<file path="config.mk">
export PLATFORM = sky130hd
export DESIGN_NAME = bram_sdp
export DESIGN_NICKNAME = d
export VERILOG_FILES = /design/src/rtl/bram_pkg.sv /design/src/rtl/bram_init_seq.sv /design/src/rtl/bram_sdp.sv
export SDC_FILE = /design/constraint.sdc
export NUM_CORES = 2
export LEC_CHECK = 0
export CAP_MARGIN = 30
export CORE_MARGIN = 4
export CORE_UTILIZATION = 30
export CTS_CLUSTER_DIAMETER = 60
export DETAILED_ROUTE_END_ITERATION = 10
export PLACE_DENSITY = 0.55
export SYNTH_ARGS = -nofsm -noshare
export SYNTH_HDL_FRONTEND = slang
export SYNTH_HIERARCHICAL = 1
export SYNTH_SLANG_ARGS = --single-unit
</file>
<file path="constraint.sdc">
create_clock -name clk -period 3.2 [get_ports clk]
set_input_delay 0.48 -clock clk [delete_from_list [all_inputs] [get_ports clk]]
set_output_delay 0.48 -clock clk [all_outputs]
set_load 0.02 [all_outputs]
</file>
<file path="src/rtl/bram_pkg.sv">
// Shared definitions for the bram_sdp block: read-during-write modes, the
// init sequencer state type and the per-byte parity helper.
package bram_pkg;

  localparam int RDW_WRITE_FIRST = 0;
  localparam int RDW_READ_FIRST  = 1;

  // Widest word the parity helper handles; callers zero-extend and truncate.
  localparam int PAR_MAX_W = 256;
  localparam int PAR_MAX_B = PAR_MAX_W / 8;

  typedef enum logic {
    INIT = 1'b0,
    RUN  = 1'b1
  } init_state_t;

  // Even parity per byte: bit i is the XOR of byte i, so byte+bit has an even count of ones.
  function automatic logic [PAR_MAX_B-1:0] byte_parity(input logic [PAR_MAX_W-1:0] word);
    logic [PAR_MAX_B-1:0] p;
    for (int i = 0; i < PAR_MAX_B; i++) begin
      p[i] = ^word[8*i +: 8];
    end
    return p;
  endfunction

endpackage

</file>
<file path="src/rtl/bram_init_seq.sv">
// Post-reset zero-fill sequencer for bram_sdp: walks every address once while
// init_busy is high, then parks in RUN until the next reset.
//
// state | meaning
// ------+---------------------------------------------------------------
// INIT  | zero-fill in progress, one address per cycle, requests ignored
// RUN   | array initialised, requests accepted
module bram_init_seq
  import bram_pkg::*;
#(
  parameter int addr_size     = 6,
  parameter int init_on_reset = 1
) (
  input  logic                 clk,
  input  logic                 rst,
  output logic                 init_busy,
  output logic                 init_we,
  output logic [addr_size-1:0] init_addr
);

  localparam logic [addr_size-1:0] LAST_ADDR = '1;
  localparam init_state_t RST_STATE = (init_on_reset != 0) ? INIT : RUN;

  init_state_t          r_state;
  init_state_t          w_next_state;
  logic [addr_size-1:0] r_cnt;

  always_ff @(posedge clk) begin
    if (rst) begin
      r_state <= RST_STATE;
    end else begin
      r_state <= w_next_state;
    end
  end

  always_comb begin
    w_next_state = r_state;
    case (r_state)
      INIT: if (r_cnt == LAST_ADDR) w_next_state = RUN;
      RUN:  w_next_state = RUN;
      default: w_next_state = RST_STATE;
    endcase
  end

  always_comb begin
    init_busy = (r_state == INIT);
    init_we   = (r_state == INIT);
    init_addr = r_cnt;
  end

  // A reset mid-fill restarts the walk from address 0.
  always_ff @(posedge clk) begin
    if (rst) begin
      r_cnt <= '0;
    end else if (r_state == INIT) begin
      r_cnt <= r_cnt + 1'b1;
    end
  end

endmodule

</file>
<file path="src/rtl/bram_sdp.sv">
// Simple-dual-port RAM with byte enables, selectable read-during-write, 1/2-cycle
// read latency and post-reset zero-fill. Optional byte parity: BRAM_SDP_PARITY_EN.
module bram_sdp
  import bram_pkg::*;
#(
  parameter int word_size     = 32,
  parameter int addr_size     = 6,
  parameter int rd_latency    = 1,
  parameter int rdw_mode      = 0,
  parameter int init_on_reset = 1
) (
  input  logic                   clk,
  input  logic                   rst,
  input  logic                   en,
  input  logic                   we,
  input  logic [word_size/8-1:0] be,
  input  logic [addr_size-1:0]   w_addr,
  input  logic [addr_size-1:0]   r_addr,
  input  logic [word_size-1:0]   di,
  output logic [word_size-1:0]   dout,
  output logic                   dout_valid,
  output logic                   init_busy
`ifdef BRAM_SDP_PARITY_EN
  ,
  input  logic                   inj_par,
  output logic                   par_err
`endif
);

  localparam int NB    = word_size / 8;
  localparam int DEPTH = 1 << addr_size;

  if (rd_latency != 1 && rd_latency != 2) begin : g_bad_latency
    $error("bram_sdp: rd_latency must be 1 or 2");
  end
  if ((word_size % 8) != 0 || word_size < 8) begin : g_bad_width
    $error("bram_sdp: word_size must be a non-zero multiple of 8");
  end

  logic                 w_init_we;
  logic [addr_size-1:0] w_init_addr;

  bram_init_seq #(
    .addr_size    (addr_size),
    .init_on_reset(init_on_reset)
  ) u_init_seq (
    .clk      (clk),
    .rst      (rst),
    .init_busy(init_busy),
    .init_we  (w_init_we),
    .init_addr(w_init_addr)
  );

  // Write port: the fill sequencer owns it while busy, the user port otherwise.
  logic                 w_wr_en;
  logic [addr_size-1:0] w_wr_addr;
  logic [word_size-1:0] w_wr_data;
  logic [NB-1:0]        w_wr_be;
  logic                 w_rd_en;

  assign w_wr_en   = init_busy ? w_init_we : (en && we && !rst);
  assign w_wr_addr = init_busy ? w_init_addr : w_addr;
  assign w_wr_data = init_busy ? '0 : di;
  assign w_wr_be   = init_busy ? '1 : be;
  assign w_rd_en   = en && !init_busy && !rst;

  logic [word_size-1:0] r_mem [DEPTH];

  always_ff @(posedge clk) begin
    if (w_wr_en) begin
      for (int i = 0; i < NB; i++) begin
        if (w_wr_be[i]) r_mem[w_wr_addr][8*i +: 8] <= w_wr_data[8*i +: 8];
      end
    end
  end

  logic [word_size-1:0] w_old;
  logic [word_size-1:0] w_merged;
  logic                 w_same;
  logic                 w_bypass;
  logic [word_size-1:0] w_rd_word;

  assign w_old    = r_mem[r_addr];
  assign w_same   = w_wr_en && (w_wr_addr == r_addr);
  assign w_bypass = (rdw_mode == RDW_WRITE_FIRST) && w_same;

  always_comb begin
    w_merged = w_old;
    for (int i = 0; i < NB; i++) begin
      if (w_wr_be[i]) w_merged[8*i +: 8] = w_wr_data[8*i +: 8];
    end
  end

  assign w_rd_word = w_bypass ? w_merged : w_old;

`ifdef BRAM_SDP_PARITY_EN
  if (word_size > PAR_MAX_W) begin : g_bad_par_width
    $error("bram_sdp: word_size too wide for the parity helper");
  end

  logic [NB-1:0]        r_par [DEPTH];
  logic [PAR_MAX_B-1:0] w_wr_par_full;
  logic [PAR_MAX_B-1:0] w_rd_chk_full;
  logic [NB-1:0]        w_wr_par;
  logic [NB-1:0]        w_old_par;
  logic [NB-1:0]        w_par_merged;
  logic [NB-1:0]        w_rd_par;
  logic                 w_rd_perr;

  // inj_par flips the stored bit of each written byte; the fill always writes good parity.
  assign w_wr_par_full = byte_parity(PAR_MAX_W'(w_wr_data));
  assign w_wr_par      = w_wr_par_full[NB-1:0] ^ {NB{inj_par && !init_busy}};
  assign w_old_par     = r_par[r_addr];

  always_ff @(posedge clk) begin
    if (w_wr_en) begin
      for (int i = 0; i < NB; i++) begin
        if (w_wr_be[i]) r_par[w_wr_addr][i] <= w_wr_par[i];
      end
    end
  end

  always_comb begin
    w_par_merged = w_old_par;
    for (int i = 0; i < NB; i++) begin
      if (w_wr_be[i]) w_par_merged[i] = w_wr_par[i];
    end
  end

  assign w_rd_par      = w_bypass ? w_par_merged : w_old_par;
  assign w_rd_chk_full = byte_parity(PAR_MAX_W'(w_rd_word));
  assign w_rd_perr     = |(w_rd_chk_full[NB-1:0] ^ w_rd_par);
`endif

  // Stage 1: data only advances on an accepted read so dout holds across en=0 gaps.
  logic [word_size-1:0] r_s1_data;
  logic                 r_s1_valid;

  always_ff @(posedge clk) begin
    if (rst) begin
      r_s1_data  <= '0;
      r_s1_valid <= 1'b0;
    end else begin
      r_s1_valid <= w_rd_en;
      if (w_rd_en) r_s1_data <= w_rd_word;
    end
  end

`ifdef BRAM_SDP_PARITY_EN
  logic r_s1_perr;

  always_ff @(posedge clk) begin
    if (rst) begin
      r_s1_perr <= 1'b0;
    end else if (w_rd_en) begin
      r_s1_perr <= w_rd_perr;
    end
  end
`endif

  if (rd_latency == 2) begin : g_lat2
    logic [word_size-1:0] r_s2_data;
    logic                 r_s2_valid;

    always_ff @(posedge clk) begin
      if (rst) begin
        r_s2_data  <= '0;
        r_s2_valid <= 1'b0;
      end else begin
        r_s2_valid <= r_s1_valid;
        if (r_s1_valid) r_s2_data <= r_s1_data;
      end
    end

    assign dout       = r_s2_data;
    assign dout_valid = r_s2_valid;

`ifdef BRAM_SDP_PARITY_EN
    logic r_s2_perr;

    always_ff @(posedge clk) begin
      if (rst) begin
        r_s2_perr <= 1'b0;
      end else if (r_s1_valid) begin
        r_s2_perr <= r_s1_perr;
      end
    end

    assign par_err = r_s2_perr;
`endif
  end else begin : g_lat1
    assign dout       = r_s1_data;
    assign dout_valid = r_s1_valid;
`ifdef BRAM_SDP_PARITY_EN
    assign par_err    = r_s1_perr;
`endif
  end

endmodule

</file>
; Word level (Yosys, flattened, before mapping)
; Memory sizes are Yosys's and may differ from the RTL's.
; Cells that the tools add are included.
[op_classes]
n_addsub = 1
mul = 0
div_mod_pow = 0
magnitude_cmp = 0
n_eq_ne = 2
shifts = 0
mux = 23
bitwise_logic = 1
n_reduce_logical = 6
[op_table]
columns = op, n
row1 = $mux W32, 2
row2 = $mux W8, 4
row3 = $mux W1, 14
row4 = $add A6 B1 Y6 const B, 1
row5 = $eq A6 B6 Y1, 1
row6 = $eq A6 B6 Y1 const B, 1
row7 = $mux W6, 1
row8 = $logic_and A1 B1 Y1, 5
row9 = $mux W4, 1
row10 = $pmux W1 S2, 1
row11 = $logic_not A1 Y1, 1
row12 = $not A1 Y1, 1
[word_totals]
regBits = 40
latchBits = 0
mem_bits_rw = 2048
romBits = 0
inputBits = 52
out_inout_bits = 34
elab_cells = 38
n_memories = 1
[mem_list]
columns = name, words, word_bits, read_ports, rd_clocked_by_memory_dff, wr, line
row1 = r_mem, 64, 32, 1, 0, 1, bram_sdp.sv:67  ; logic [word_size-1:0] r_mem [DEPTH];

; Longest topological paths before layout
[depth]
depth_word = 5
ltp_mapped = 12
depth_no_buf = 9

; Modules after synthesis
; Netlist, hierarchy kept.
[by_module_without_submodules]
columns = module, n_inst, cells_per_inst, area_per_inst_um2, seq_area_each_um2
row1 = bram_sdp, 1, 3795, 80870.1, 62159.6
row2 = bram_init_seq, 1, 30, 302.8, 140.1

; Worst setup path after synthesis
; Ideal clock, no wire load.
[synth_timing]
path_type = reg-to-reg
start = register u_init_seq.r_state
end = memory r_mem[0][16] (data pin)
setup_time_ns = 0.514
arrival_time_ns = 3.008
required_time_ns = 2.686
setup_slack_ns = -0.322
path_stages_with_launch = 7
n_path_buf = 4
period_less_slack_ns = 3.522
path_cell_list = dfxtp_1 inv_1 buf_6 clkbuf_1 clkbuf_1 clkbuf_1 nor2b_1
[synth_via]
elab_chain_cells = 1
[synth_lines]
columns = item, line
row1 = from (decl), bram_init_seq.sv:24  ; init_state_t r_state;
row2 = from (signal assigned), bram_init_seq.sv:32  ; r_state <= w_next_state;
row3 = $mux W32, bram_sdp.sv:63  ; assign w_wr_data = init_busy ? '0 : di;
row4 = net w_wr_data[16], bram_sdp.sv:57  ; logic [word_size-1:0] w_wr_data;
row5 = to (decl), bram_sdp.sv:67
; The timed path passes the listed nets, and every way through them passes these cells.

; Worst setup path in the final report
[layout_timing]
start = register u_init_seq.r_state
end = memory r_mem[27][18] (enable)
[layout_via]
elab_chain_cells = 4
word_cells_on_any_way = 7
classes_between = mux (6) / bitwise (1)
[layout_lines]
columns = item, line
row1 = $mux W4 or $not A1 Y1 (tied branches), "bram_sdp.sv:64, bram_init_seq.sv:47"
row2 = $mux W1 (on tied branches), "bram_sdp.sv:72, bram_sdp.sv:61"
row3 = $mux W1, bram_sdp.sv:70  ; if (w_wr_en) begin
row4 = $mux W1 (not written as such), bram_sdp.sv:72  ; if (w_wr_be[i]) r_mem[w_wr_addr][8*i +: 8] <= w_wr_data[8*i +: 8];
; Several ways; a longest one is shown, not always the timed one.

==> results.cfg <==
[clocking]
clock-sinks = 2088
clkTransAtPathRegs_ns = 0.06
clockRootBuffer = clkbuf_16
cts-htree-levels = 4
hold_buffers = 0
tritoncts = done
clk_latency_ns = 0.85
cts_buffers = 211
clock_path_buffers = 3
ctsResizeCount = 0
cts_setup_buffers = 0

[critical_path]
cp-start-kind = register
cpMaxStageDelayCell = dfxtp_1
critical_path.max_stage_delay_ns = 0.40
regToRegStartpoint = u_init_seq/r_state
cp-end-kind = register
path_max_fanout = 20
worstSetupPathType = register to register
reg2reg_setup_slack_ns = 0.13
crit_arrival_ns = 3.65
worst-r2r-cell-count = 12
path_cells = inv_4, clkinvlp_4, nand3_1, clkinv_1, buf_12, nand3_1, nand2_1, buf_12, buf_4, nand2_1, nor2_1, buf_4
crit_required_ns = 3.78
rr_endpoint = r_mem[27][18]

[hold_path]
min_to = dout[22]
hp-class = input pin to register
min_path_cells = 3
holdCritStartpoint = di[22]

[synthesis]
synth_cell_types = 63
ys_async_sr_fraction_pct = 0
synth_top_family_by_area = multiplexers
synthAdderAreaFrac_pct = 0.0154
synth-simple-area-share_pct = 2.95
synthesis.nets = 3878
synth-compound-area-share_pct = 2.54
synth-main-ff-cell = edfxtp_1
syn_area_per_cell_sq_um = 21.2
syn-instance-count = 3825
synthXorXnorAreaFrac_pct = 0.108
muxShareOfSynthArea_pct = 16.3
yosysWarnings = 6
synth-seq-area-share_pct = 76.7
ys_seq_elements = 2088
syn_area_sq_mm = 0.0812
synth-edff-count = 2048

[floorplanning]
rows = 190
die_w_um = 528
die_y_um = 528
core_area_sq_mm = 0.269
start_util_pct = 30.2
top_level_ports = 86
fp.dieArea_sq_mm = 0.279

[global_routing]
grt_pass1_vias = 43000
antenna_found_initial = 4
grt_usage_pct = 16.5
grt_pass1_wl_mm = 331
grt_overflow = 0
grt_max_degree = 66

[power_and_ir_drop]
p_leak_nw = 32.6
p_per_area_mw_per_mm2 = 584
total_power_mw = 57.9
max-vdd-ir-drop_v = 0.000560

[sta]
fmax_ghz = 0.326
relSlewSlack_pct = 35.9
hold_violations = 0
fin_worst_skew_ns = 0.0371
fin_crit_ns = 3.07
tightest_slew_ns = 0.959
rsz0062_at_grt = no
setup_viol = 0
drv_slew = 0
hold-worst-slack_ns = 0.294
tns_ns = 0
setup_ws_ns = 0.128
finalCritPeriodShare_pct = 96.0

[final_layout]
fin_cells = 8331
areaGrowthSynthToFinish_pct = 22.0
final_common_cell = edfxtp_1
design_area_sq_mm = 0.0990
nNetsFinal = 4651
final_util_pct = 36.9
final_cell_mix = edfxtp_1, buf_4, mux4_2
drive_above_1_share_pct = 33.9

[placement]
port-buffer-count = 85
place.gp.congestion = 0.831
dpl.cell_count = 7937
dpl_worst_slack_ns = -0.192
dp_hpwl_mm = 155
place_area_sq_mm = 0.0920

[detailed_routing]
drc = 0
dr_total_vias = 42400
ant_nets = 0
wl_per_cell_um = 28.0
drtIter0Drc = 4703
firstDrtPassIters = 5
drt-total-wl_mm = 233
viasPerCell = 5.09

[flow_run]
max_cap_viol_count = 0

[run_status]
status = finished clean
where the power goes:
| group | switching, mW | internal (mW) |
|---|---|---|
| sequential | 0.0382 | 29.7 |
| combinational | 1.72 | 1.34 |
| clock | 10.5 | 14.6 |
| total | 12.2 | 45.6 |
sequential cells by signal, indices dropped and copies added, names as in the netlist:
register,cells
dout,32
dout_valid,1
r_mem,2048
u_init_seq/init_addr,6
u_init_seq/r_state,1
worst max-delay path: cells and delay by family (launching register included):
family | cells | cell delay [ns]
flops | 1 | 0.40
simple gates | 5 | 0.88
buf+inv | 7 | 1.49
metal layers:
| metal | vias up | part of all wire, % | GRT usage, % |
|---|---|---|---|
| li1 | 17500 | - | - |
| met1 | 22900 | 41 | 22.2 |
| met2 | 1584 | 50 | 27.7 |
| met3 | 330 | 6.2 | 2.51 |
| met4 | 0 | 3.0 | 5.05 |
| met5 | - | 0 | 0 |
synthesized netlist by cell type, types with 24 or more instances:
library cell / number / area, sq um
clkbuf_1: 95 / 357
o21ai_0: 47 / 235
o22ai_1: 49 / 307
a22oi_1: 47 / 353
nand3_1: 24 / 120
mux2i_1: 109 / 1090
dfxtp_1: 40 / 801
buf_4: 32 / 240
buf_2: 73 / 365
mux4_2: 528 / 11900
edfxtp_1: 2048 / 61500
nor2_1: 297 / 1110
nand2_1: 104 / 390
a21oi_1: 39 / 195
nor2b_1: 45 / 282
area by class of cell:
| class | count | area (sq um) |
|---|---|---|
| diodes | 1 | 2.50 |
| clock buffers | 254 | 5630 |
| clock inverters | 139 | 1430 |
| fillers | 24600 | 170000 |
| inverters | 13 | 56.3 |
| multi-input cells | 1510 | 18100 |
| flip-flops and latches | 2088 | 62300 |
| well taps | 3552 | 4440 |
| repair buffers | 774 | 7070 |
kinds of logic (layout without fill, tap and decap cells):
family | after synthesis | after routing
AO/OA/AOI/OAI | 297 | 297
buffers and inverters | 227 | 1180
XOR/XNOR | 10 | 10
adder cells (fa/ha/maj) | 1 | 1
AND/OR/NAND/NOR | 544 | 544
flip-flops | 2088 | 2088
other | 0 | 1
multiplexers | 658 | 658
worst max-delay path by stage:
stage,from,end,slack [ns],depth (start not counted)
finish,u_init_seq/r_state,r_mem[27][18],0.13,12
global route,u_init_seq/r_state,dout[15],0.03,11
CTS,u_init_seq/r_state,r_mem[47][27],0.03,11
detailed placement,rst,r_mem[47][24],-0.19,11
global placement,rst,dout[0],-0.46,12
floorplan,u_init_seq/r_state,r_mem[0][16],-0.32,6
(Power assumes the default switching activity.)
